$ cat config.mk
export PLATFORM = sky130hd
export DESIGN_NAME = stopwatch_uart_tx
export DESIGN_NICKNAME = d
export VERILOG_FILES = /design/src/rtl/stopwatch_uart_tx_pkg.sv /design/src/rtl/uart_tx_byte.sv /design/src/rtl/stopwatch_uart_tx.sv
export SDC_FILE = /design/constraint.sdc
export NUM_CORES = 1
export LEC_CHECK = 0
export ABC_AREA = 1
export BUFFER_PORTS_ARGS = -buffer_cell sky130_fd_sc_hd__buf_2
export CORE_MARGIN = 10
export CORE_UTILIZATION = 54
export CTS_BUF_LIST = sky130_fd_sc_hd__clkbuf_8
export CTS_CLUSTER_SIZE = 10
export DETAILED_ROUTE_END_ITERATION = 8
export PLACE_DENSITY_LB_ADDON = 0.08
export SYNTH_ARGS = -nofsm -noshare
export SYNTH_HDL_FRONTEND = slang
export SYNTH_SLANG_ARGS = --single-unit
export TNS_END_PERCENT = 30
$ cat constraint.sdc
create_clock -name i_Clk -period 3.4 [get_ports i_Clk]
set_input_delay 0.34 -clock i_Clk [delete_from_list [all_inputs] [get_ports i_Clk]]
set_output_delay 0.34 -clock i_Clk [all_outputs]
set_load 0.005 [all_outputs]
$ cat src/rtl/stopwatch_uart_tx_pkg.sv
// Shared constants for the stopwatch UART reporter: ASCII codes, message length,
// message/byte FSM state encodings and the BCD-to-ASCII helper.
// Latency: n/a (package). Backpressure: n/a.
// Optional feature macro (used by importers): STOPWATCH_UART_PARITY_EN.
package stopwatch_uart_tx_pkg;

    localparam logic [7:0] ASCII_ZERO  = 8'h30;
    localparam logic [7:0] ASCII_QMARK = 8'h3F;
    localparam logic [7:0] ASCII_CR    = 8'h0D;
    localparam logic [7:0] ASCII_LF    = 8'h0A;

    localparam int MSG_LEN = 5;

    // Message FSM encodings
    localparam logic [1:0] M_IDLE = 2'd0;
    localparam logic [1:0] M_SEND = 2'd1;
    localparam logic [1:0] M_WAIT = 2'd2;

    // Byte FSM encodings
    localparam logic [2:0] B_IDLE   = 3'd0;
    localparam logic [2:0] B_START  = 3'd1;
    localparam logic [2:0] B_DATA   = 3'd2;
    localparam logic [2:0] B_PARITY = 3'd3;
    localparam logic [2:0] B_STOP   = 3'd4;

    // Non-BCD nibbles are reported as '?' so a corrupted digit is visible on the line.
    function automatic logic [7:0] digit_to_ascii(input logic [3:0] d);
        return (d > 4'd9) ? ASCII_QMARK : (ASCII_ZERO + {4'b0000, d});
    endfunction

endpackage

$ cat src/rtl/uart_tx_byte.sv
// Byte serializer: 8 data bits LSB first, 1 stop bit (even parity bit before stop with STOPWATCH_UART_PARITY_EN).
// Latency: start bit drives o_Tx on the edge after i_Valid is accepted; each bit lasts CLKS_PER_BIT cycles.
// Backpressure: o_Ready high when idle or in the last stop-bit cycle; a byte offered then follows with no gap.
// Ports: i_Clk, i_Rst (async, active high), i_Data/i_Valid in; o_Tx line, o_Ready, o_Done, o_Busy out.
// o_Done pulses one cycle before the stop bit ends so an upstream FSM can re-offer in time.
module uart_tx_byte
    import stopwatch_uart_tx_pkg::*;
#(
    parameter int CLKS_PER_BIT = 868
) (
    input  logic       i_Clk,
    input  logic       i_Rst,
    input  logic [7:0] i_Data,
    input  logic       i_Valid,
    output logic       o_Tx,
    output logic       o_Ready,
    output logic       o_Done,
    output logic       o_Busy
);

    localparam int CNT_W = (CLKS_PER_BIT > 2) ? $clog2(CLKS_PER_BIT) : 1;
    localparam logic [CNT_W-1:0] CNT_LAST = CNT_W'(CLKS_PER_BIT - 1);
    localparam logic [CNT_W-1:0] CNT_DONE = CNT_W'(CLKS_PER_BIT - 2);

    logic [2:0]       state_q, state_d;
    logic [CNT_W-1:0] cnt_q, cnt_d;
    logic [2:0]       bit_q, bit_d;
    logic [7:0]       shreg_q, shreg_d;
    logic             tx_q, tx_d;
`ifdef STOPWATCH_UART_PARITY_EN
    logic             par_q, par_d;
`endif

    logic bit_end;
    logic accept;

    assign bit_end = (cnt_q == CNT_LAST);
    assign o_Ready = (state_q == B_IDLE) || ((state_q == B_STOP) && bit_end);
    assign accept  = i_Valid && o_Ready;
    assign o_Done  = (state_q == B_STOP) && (cnt_q == CNT_DONE);
    assign o_Busy  = (state_q != B_IDLE);
    assign o_Tx    = tx_q;

    always_comb begin
        state_d = state_q;
        bit_d   = bit_q;
        shreg_d = shreg_q;
`ifdef STOPWATCH_UART_PARITY_EN
        par_d   = par_q;
`endif
        // Baud counter is held at 0 while idle and wraps at every bit boundary.
        cnt_d = ((state_q == B_IDLE) || bit_end) ? '0 : cnt_q + CNT_W'(1);

        case (state_q)
            B_IDLE: begin
                if (accept) begin
                    state_d = B_START;
                    shreg_d = i_Data;
`ifdef STOPWATCH_UART_PARITY_EN
                    par_d   = ^i_Data;
`endif
                end
            end
            B_START: begin
                if (bit_end) begin
                    state_d = B_DATA;
                    bit_d   = 3'd0;
                end
            end
            B_DATA: begin
                if (bit_end) begin
                    shreg_d = shreg_q >> 1;
                    if (bit_q == 3'd7) begin
`ifdef STOPWATCH_UART_PARITY_EN
                        state_d = B_PARITY;
`else
                        state_d = B_STOP;
`endif
                    end else begin
                        bit_d = bit_q + 3'd1;
                    end
                end
            end
`ifdef STOPWATCH_UART_PARITY_EN
            B_PARITY: begin
                if (bit_end) state_d = B_STOP;
            end
`endif
            B_STOP: begin
                if (bit_end) begin
                    if (accept) begin
                        state_d = B_START;
                        shreg_d = i_Data;
`ifdef STOPWATCH_UART_PARITY_EN
                        par_d   = ^i_Data;
`endif
                    end else begin
                        state_d = B_IDLE;
                    end
                end
            end
            default: state_d = B_IDLE;
        endcase

        // Line level is registered from the next state so the pin never glitches.
        case (state_d)
            B_START:  tx_d = 1'b0;
            B_DATA:   tx_d = shreg_d[0];
`ifdef STOPWATCH_UART_PARITY_EN
            B_PARITY: tx_d = par_d;
`endif
            default:  tx_d = 1'b1;
        endcase
    end

    always_ff @(posedge i_Clk or posedge i_Rst) begin
        if (i_Rst) begin
            state_q <= B_IDLE;
            cnt_q   <= '0;
            bit_q   <= 3'd0;
            shreg_q <= 8'h00;
            tx_q    <= 1'b1;
`ifdef STOPWATCH_UART_PARITY_EN
            par_q   <= 1'b0;
`endif
        end else begin
            state_q <= state_d;
            cnt_q   <= cnt_d;
            bit_q   <= bit_d;
            shreg_q <= shreg_d;
            tx_q    <= tx_d;
`ifdef STOPWATCH_UART_PARITY_EN
            par_q   <= par_d;
`endif
        end
    end

endmodule

$ cat src/rtl/stopwatch_uart_tx.sv
// Stopwatch serial reporter: sends "D2D1D0\r\n" over UART whenever the digits change or i_fReport pulses.
// Latency: start bit 1 cycle after the trigger is sampled; message is 50 (55 with parity) bit times.
// Backpressure: triggers during a message collapse into one pending report, sent right after.
// Ports: i_Clk, i_Rst (async, active high), i_Sec2..i_Sec0 BCD digits, i_fReport pulse; o_Tx line, o_Busy.
// Optional macro STOPWATCH_UART_PARITY_EN adds an even parity bit to every frame.
module stopwatch_uart_tx
    import stopwatch_uart_tx_pkg::*;
#(
    parameter int CLK_FREQ     = 100_000_000,
    parameter int BAUD         = 115200,
    parameter int CLKS_PER_BIT = CLK_FREQ / BAUD  // must be >= 2
) (
    input  logic       i_Clk,
    input  logic       i_Rst,
    input  logic [3:0] i_Sec0,
    input  logic [3:0] i_Sec1,
    input  logic [3:0] i_Sec2,
    input  logic       i_fReport,
    output logic       o_Tx,
    output logic       o_Busy
);

    logic [11:0] digits;
    logic [1:0]  m_state_q, m_state_d;
    logic [2:0]  idx_q, idx_d;
    logic [11:0] buf_q, buf_d;
    logic [11:0] snap_q, snap_d;
    logic        pending_q, pending_d;

    logic       trig;
    logic       start;
    logic       tx_valid;
    logic [7:0] tx_char;
    logic       tx_ready;
    logic       tx_done;

    assign digits = {i_Sec2, i_Sec1, i_Sec0};

    always_comb begin
        trig      = i_fReport || (digits != snap_q);
        start     = (m_state_q == M_IDLE) && (trig || pending_q);
        snap_d    = trig ? digits : snap_q;
        // A trigger arriving together with a start is served by that same message.
        pending_d = start ? 1'b0 : (trig ? 1'b1 : pending_q);

        m_state_d = m_state_q;
        idx_d     = idx_q;
        buf_d     = buf_q;
        tx_valid  = 1'b0;

        case (m_state_q)
            M_IDLE: begin
                if (start) begin
                    m_state_d = M_SEND;
                    idx_d     = 3'd0;
                    buf_d     = digits;
                end
            end
            M_SEND: begin
                tx_valid = 1'b1;
                if (tx_ready) m_state_d = M_WAIT;
            end
            M_WAIT: begin
                // tx_done fires one cycle early, so M_SEND lands on the serializer's
                // final stop cycle and the next start bit follows without a gap.
                if (tx_done) begin
                    if (idx_q == 3'(MSG_LEN - 1)) begin
                        m_state_d = M_IDLE;
                    end else begin
                        idx_d     = idx_q + 3'd1;
                        m_state_d = M_SEND;
                    end
                end
            end
            default: m_state_d = M_IDLE;
        endcase
    end

    always_comb begin
        case (idx_q)
            3'd0:    tx_char = digit_to_ascii(buf_q[11:8]);
            3'd1:    tx_char = digit_to_ascii(buf_q[7:4]);
            3'd2:    tx_char = digit_to_ascii(buf_q[3:0]);
            3'd3:    tx_char = ASCII_CR;
            default: tx_char = ASCII_LF;
        endcase
    end

    always_ff @(posedge i_Clk or posedge i_Rst) begin
        if (i_Rst) begin
            m_state_q <= M_IDLE;
            idx_q     <= 3'd0;
            buf_q     <= 12'h000;
            snap_q    <= 12'h000;
            pending_q <= 1'b0;
        end else begin
            m_state_q <= m_state_d;
            idx_q     <= idx_d;
            buf_q     <= buf_d;
            snap_q    <= snap_d;
            pending_q <= pending_d;
        end
    end

    uart_tx_byte #(
        .CLKS_PER_BIT(CLKS_PER_BIT)
    ) u_tx_byte (
        .i_Clk   (i_Clk),
        .i_Rst   (i_Rst),
        .i_Data  (tx_char),
        .i_Valid (tx_valid),
        .o_Tx    (o_Tx),
        .o_Ready (tx_ready),
        .o_Done  (tx_done),
        .o_Busy  (o_Busy)
    );

endmodule
==> out/results.ini <==
[worst_setup_path]
critPathKind=reg2out
cp.arrival_ns=1.25
crit_cells=3
worst_setup_path_start_kind=flop
cp_slowest_cell=dfrtp_1
r2r_start=idx_q[0]
r2r_cells=9
crit_buf_inv=1
crit_required_ns=3.06
r2r_slack_ns=1.81
cp-end-kind=output pin
crit_family=flip-flops
cp-endpoint=o_Busy
rr_endpoint=u_tx_byte.shreg_q[3]
crit_path_start=u_tx_byte.state_q[0]
path_cells=nor2_4 > nand2_1 > buf_2
cpPeakStageDelay_ns=0.43
cp_max_fo=5

[clocking]
cts_resized=0
h-tree-depth=2
clock_path_buffers=2
post_cts_buffers=0
numCtsBuffers=5
cts_root_buf=clkbuf_8
cts_hold_buffers=0
cts_sinks=55
clock_latency_ns=0.31
cts_tree=built
path_clk_slew_ns=0.09

[route]
viasPerCell=4.868
wirelength_mm=5.250
num_vias=2181
drc=0
postRouteAntennaNets=0
drt_first_iter_violations=87
avgRoutedWirePerCell_um=11.72
drt_first_pass_iters=4

[cells_and_area]
nNetsFinal=401
n_antenna_cell=0
layout.cells.non_filler=448
area_growth_pct=7.643
layout-drive-gt1-share_pct=13.76
final_cell_mix=91 x nand2_1, 54 x dfrtp_1, 53 x inv_1
seq_area_sq_um=1378
final_common_cell=nand2_1
nFillCells=464
multi_input_area_sq_um=1256

[grt]
grtUsageMet1_pct=15.43
met2_usage_pct=22.85
grt_max_degree=35
met3_usage_pct=3.038
grt_usage_pct=13.12
grt-busiest-layer=met2
grt-ovfl-total=0
grt_pass1_wl_mm=9.439
grt_pass1_vias=2187
antenna_found_initial=0

[yosys]
syn_nets=390
synth_ff_type=dfrtp_1
synth.distinct_cells=35
avgSynthCellArea_sq_um=7.962
syn_area_sq_um=2914
synth-edff-count=0
ys_seq_area_share_pct=47.27
ys_warn_count=0
netlist_instances=366
synthArstFlopShare_pct=100.0
ys_ff_latch=55

[worst_hold_path]
hp-class=in2async

[place]
place_ws_ns=1.744
dpl.hpwl_mm=4.082
numPortBuffers=16
gp_congestion=0.7950
place_inst=440

[sta]
fin_crit_sh_pct=46.89
relSlewSlack_pct=53.79
clock-skew-final_ns=0.004553
worstMarginPinSlew_ns=0.6921
final-setup-viol-count=0
rsz0062_at_grt=false
tns_ns=0
hold_viol_final=0
fmax_mhz=627.3
finalWorstSetupSlack_ns=1.806
hold_slack_ns=0.1285
drv_slew=0
period_minus_slack_ns=1.594

[floorplan]
start_util_pct=56.34
core_sq_um=5172
chipHeight_um=93.46
die_x_um=93.46
die_area_sq_um=8735
rows=26
boundaryPins=17

[power]
power_mw=1.138
max-vdd-ir-drop_mv=0.2068
powerDensity_nw_per_um2=362.9
p_leak_nw=1.692

[job]
cap_violations=0

[run_status]
status=completed

[layer usage]
metal,wire length (um),vias up
li1,-,1151
met1,2468,1000
met2,2591,24
met3,123,6
met4,66,0
met5,0,-
[report_power, final]
part           internal [mW]  switching [mW]  leakage, nW  total (mW)
combinational         0.0154          0.0302        0.933      0.0456
sequential             0.661         0.00280        0.701       0.664
clock                  0.219           0.210       0.0581       0.429
[state kept, by name, summed over array words and instances (netlist names)]
| signal | flops |
|---|---|
| buf_q | 12 |
| u_tx_byte.o_Tx | 1 |
| idx_q | 3 |
| snap_q | 12 |
| u_tx_byte.state_q | 3 |
| u_tx_byte.shreg_q | 8 |
| u_tx_byte.bit_q | 3 |
| m_state_q | 2 |
| u_tx_byte.cnt_q | 10 |
| pending_q | 1 |
[worst register-to-register path, delay by kind of cell (launching register included)]
family                   cells  cell delay, ns
AO/OA/AOI/OAI                1            0.13
adder cells (fa/ha/maj)      1            0.16
buffers and inverters        2            0.16
flip-flops                   1            0.44
AND/OR/NAND/NOR              5            0.59
[cell type report]
class | instances | area share, %
inverters | 57 | 6.861
well taps | 70 | 2.792
multi-input cells | 241 | 40.05
clock inverters | 3 | 1.396
clock buffers | 5 | 2.194
flip-flops and latches | 55 | 43.92
repair buffers | 17 | 2.792
[stage by stage]
step	instance area, sq um	utilization, %
final	3137	60.64
after global routing	3137	60.64
after CTS	3137	60.64
after detailed placement	3024	58.47
after global placement	3024	58.47
after floorplan	2914	-
[worst min path at each step]
stage                   start            endpoint  slack [ns]  depth (start not counted)
detailed placement   buf_q[0]            buf_q[0]        0.46                          2
global placement     buf_q[4]            buf_q[4]        0.46                          2
finish                  i_Rst  u_tx_byte.cnt_q[8]        0.13                          2
floorplan           i_Sec0[0]           snap_q[0]        0.44                          1
CTS                 i_Sec0[1]           snap_q[1]        0.14                          1
global route        i_Sec0[3]           snap_q[3]        0.15                          1
[cell usage after synthesis, drive strengths merged, types with 3 or more instances]
master  count  area share, %
nand2     101             15
dfrtp      54             46
nor3b       3           0.77
nand3      26            5.1
a21oi      15            2.7
nor2       50            7.9
ha          9            3.9
xnor2       4            1.2
o21ai      18            3.1
nand4       3           0.64
inv        56            7.2
clkbuf     11            1.4
[cell families after synthesis]
family                   share of synthesized area [%]
AO/OA/AOI/OAI                                    7.428
flip-flops                                       47.27
multiplexers                                    0.3435
adder cells (fa/ha/maj)                          3.864
buffers and inverters                            9.618
AND/OR/NAND/NOR                                  29.97
XOR/XNOR                                         1.503
No activity file was read; power rests on OpenSTA's default activity.
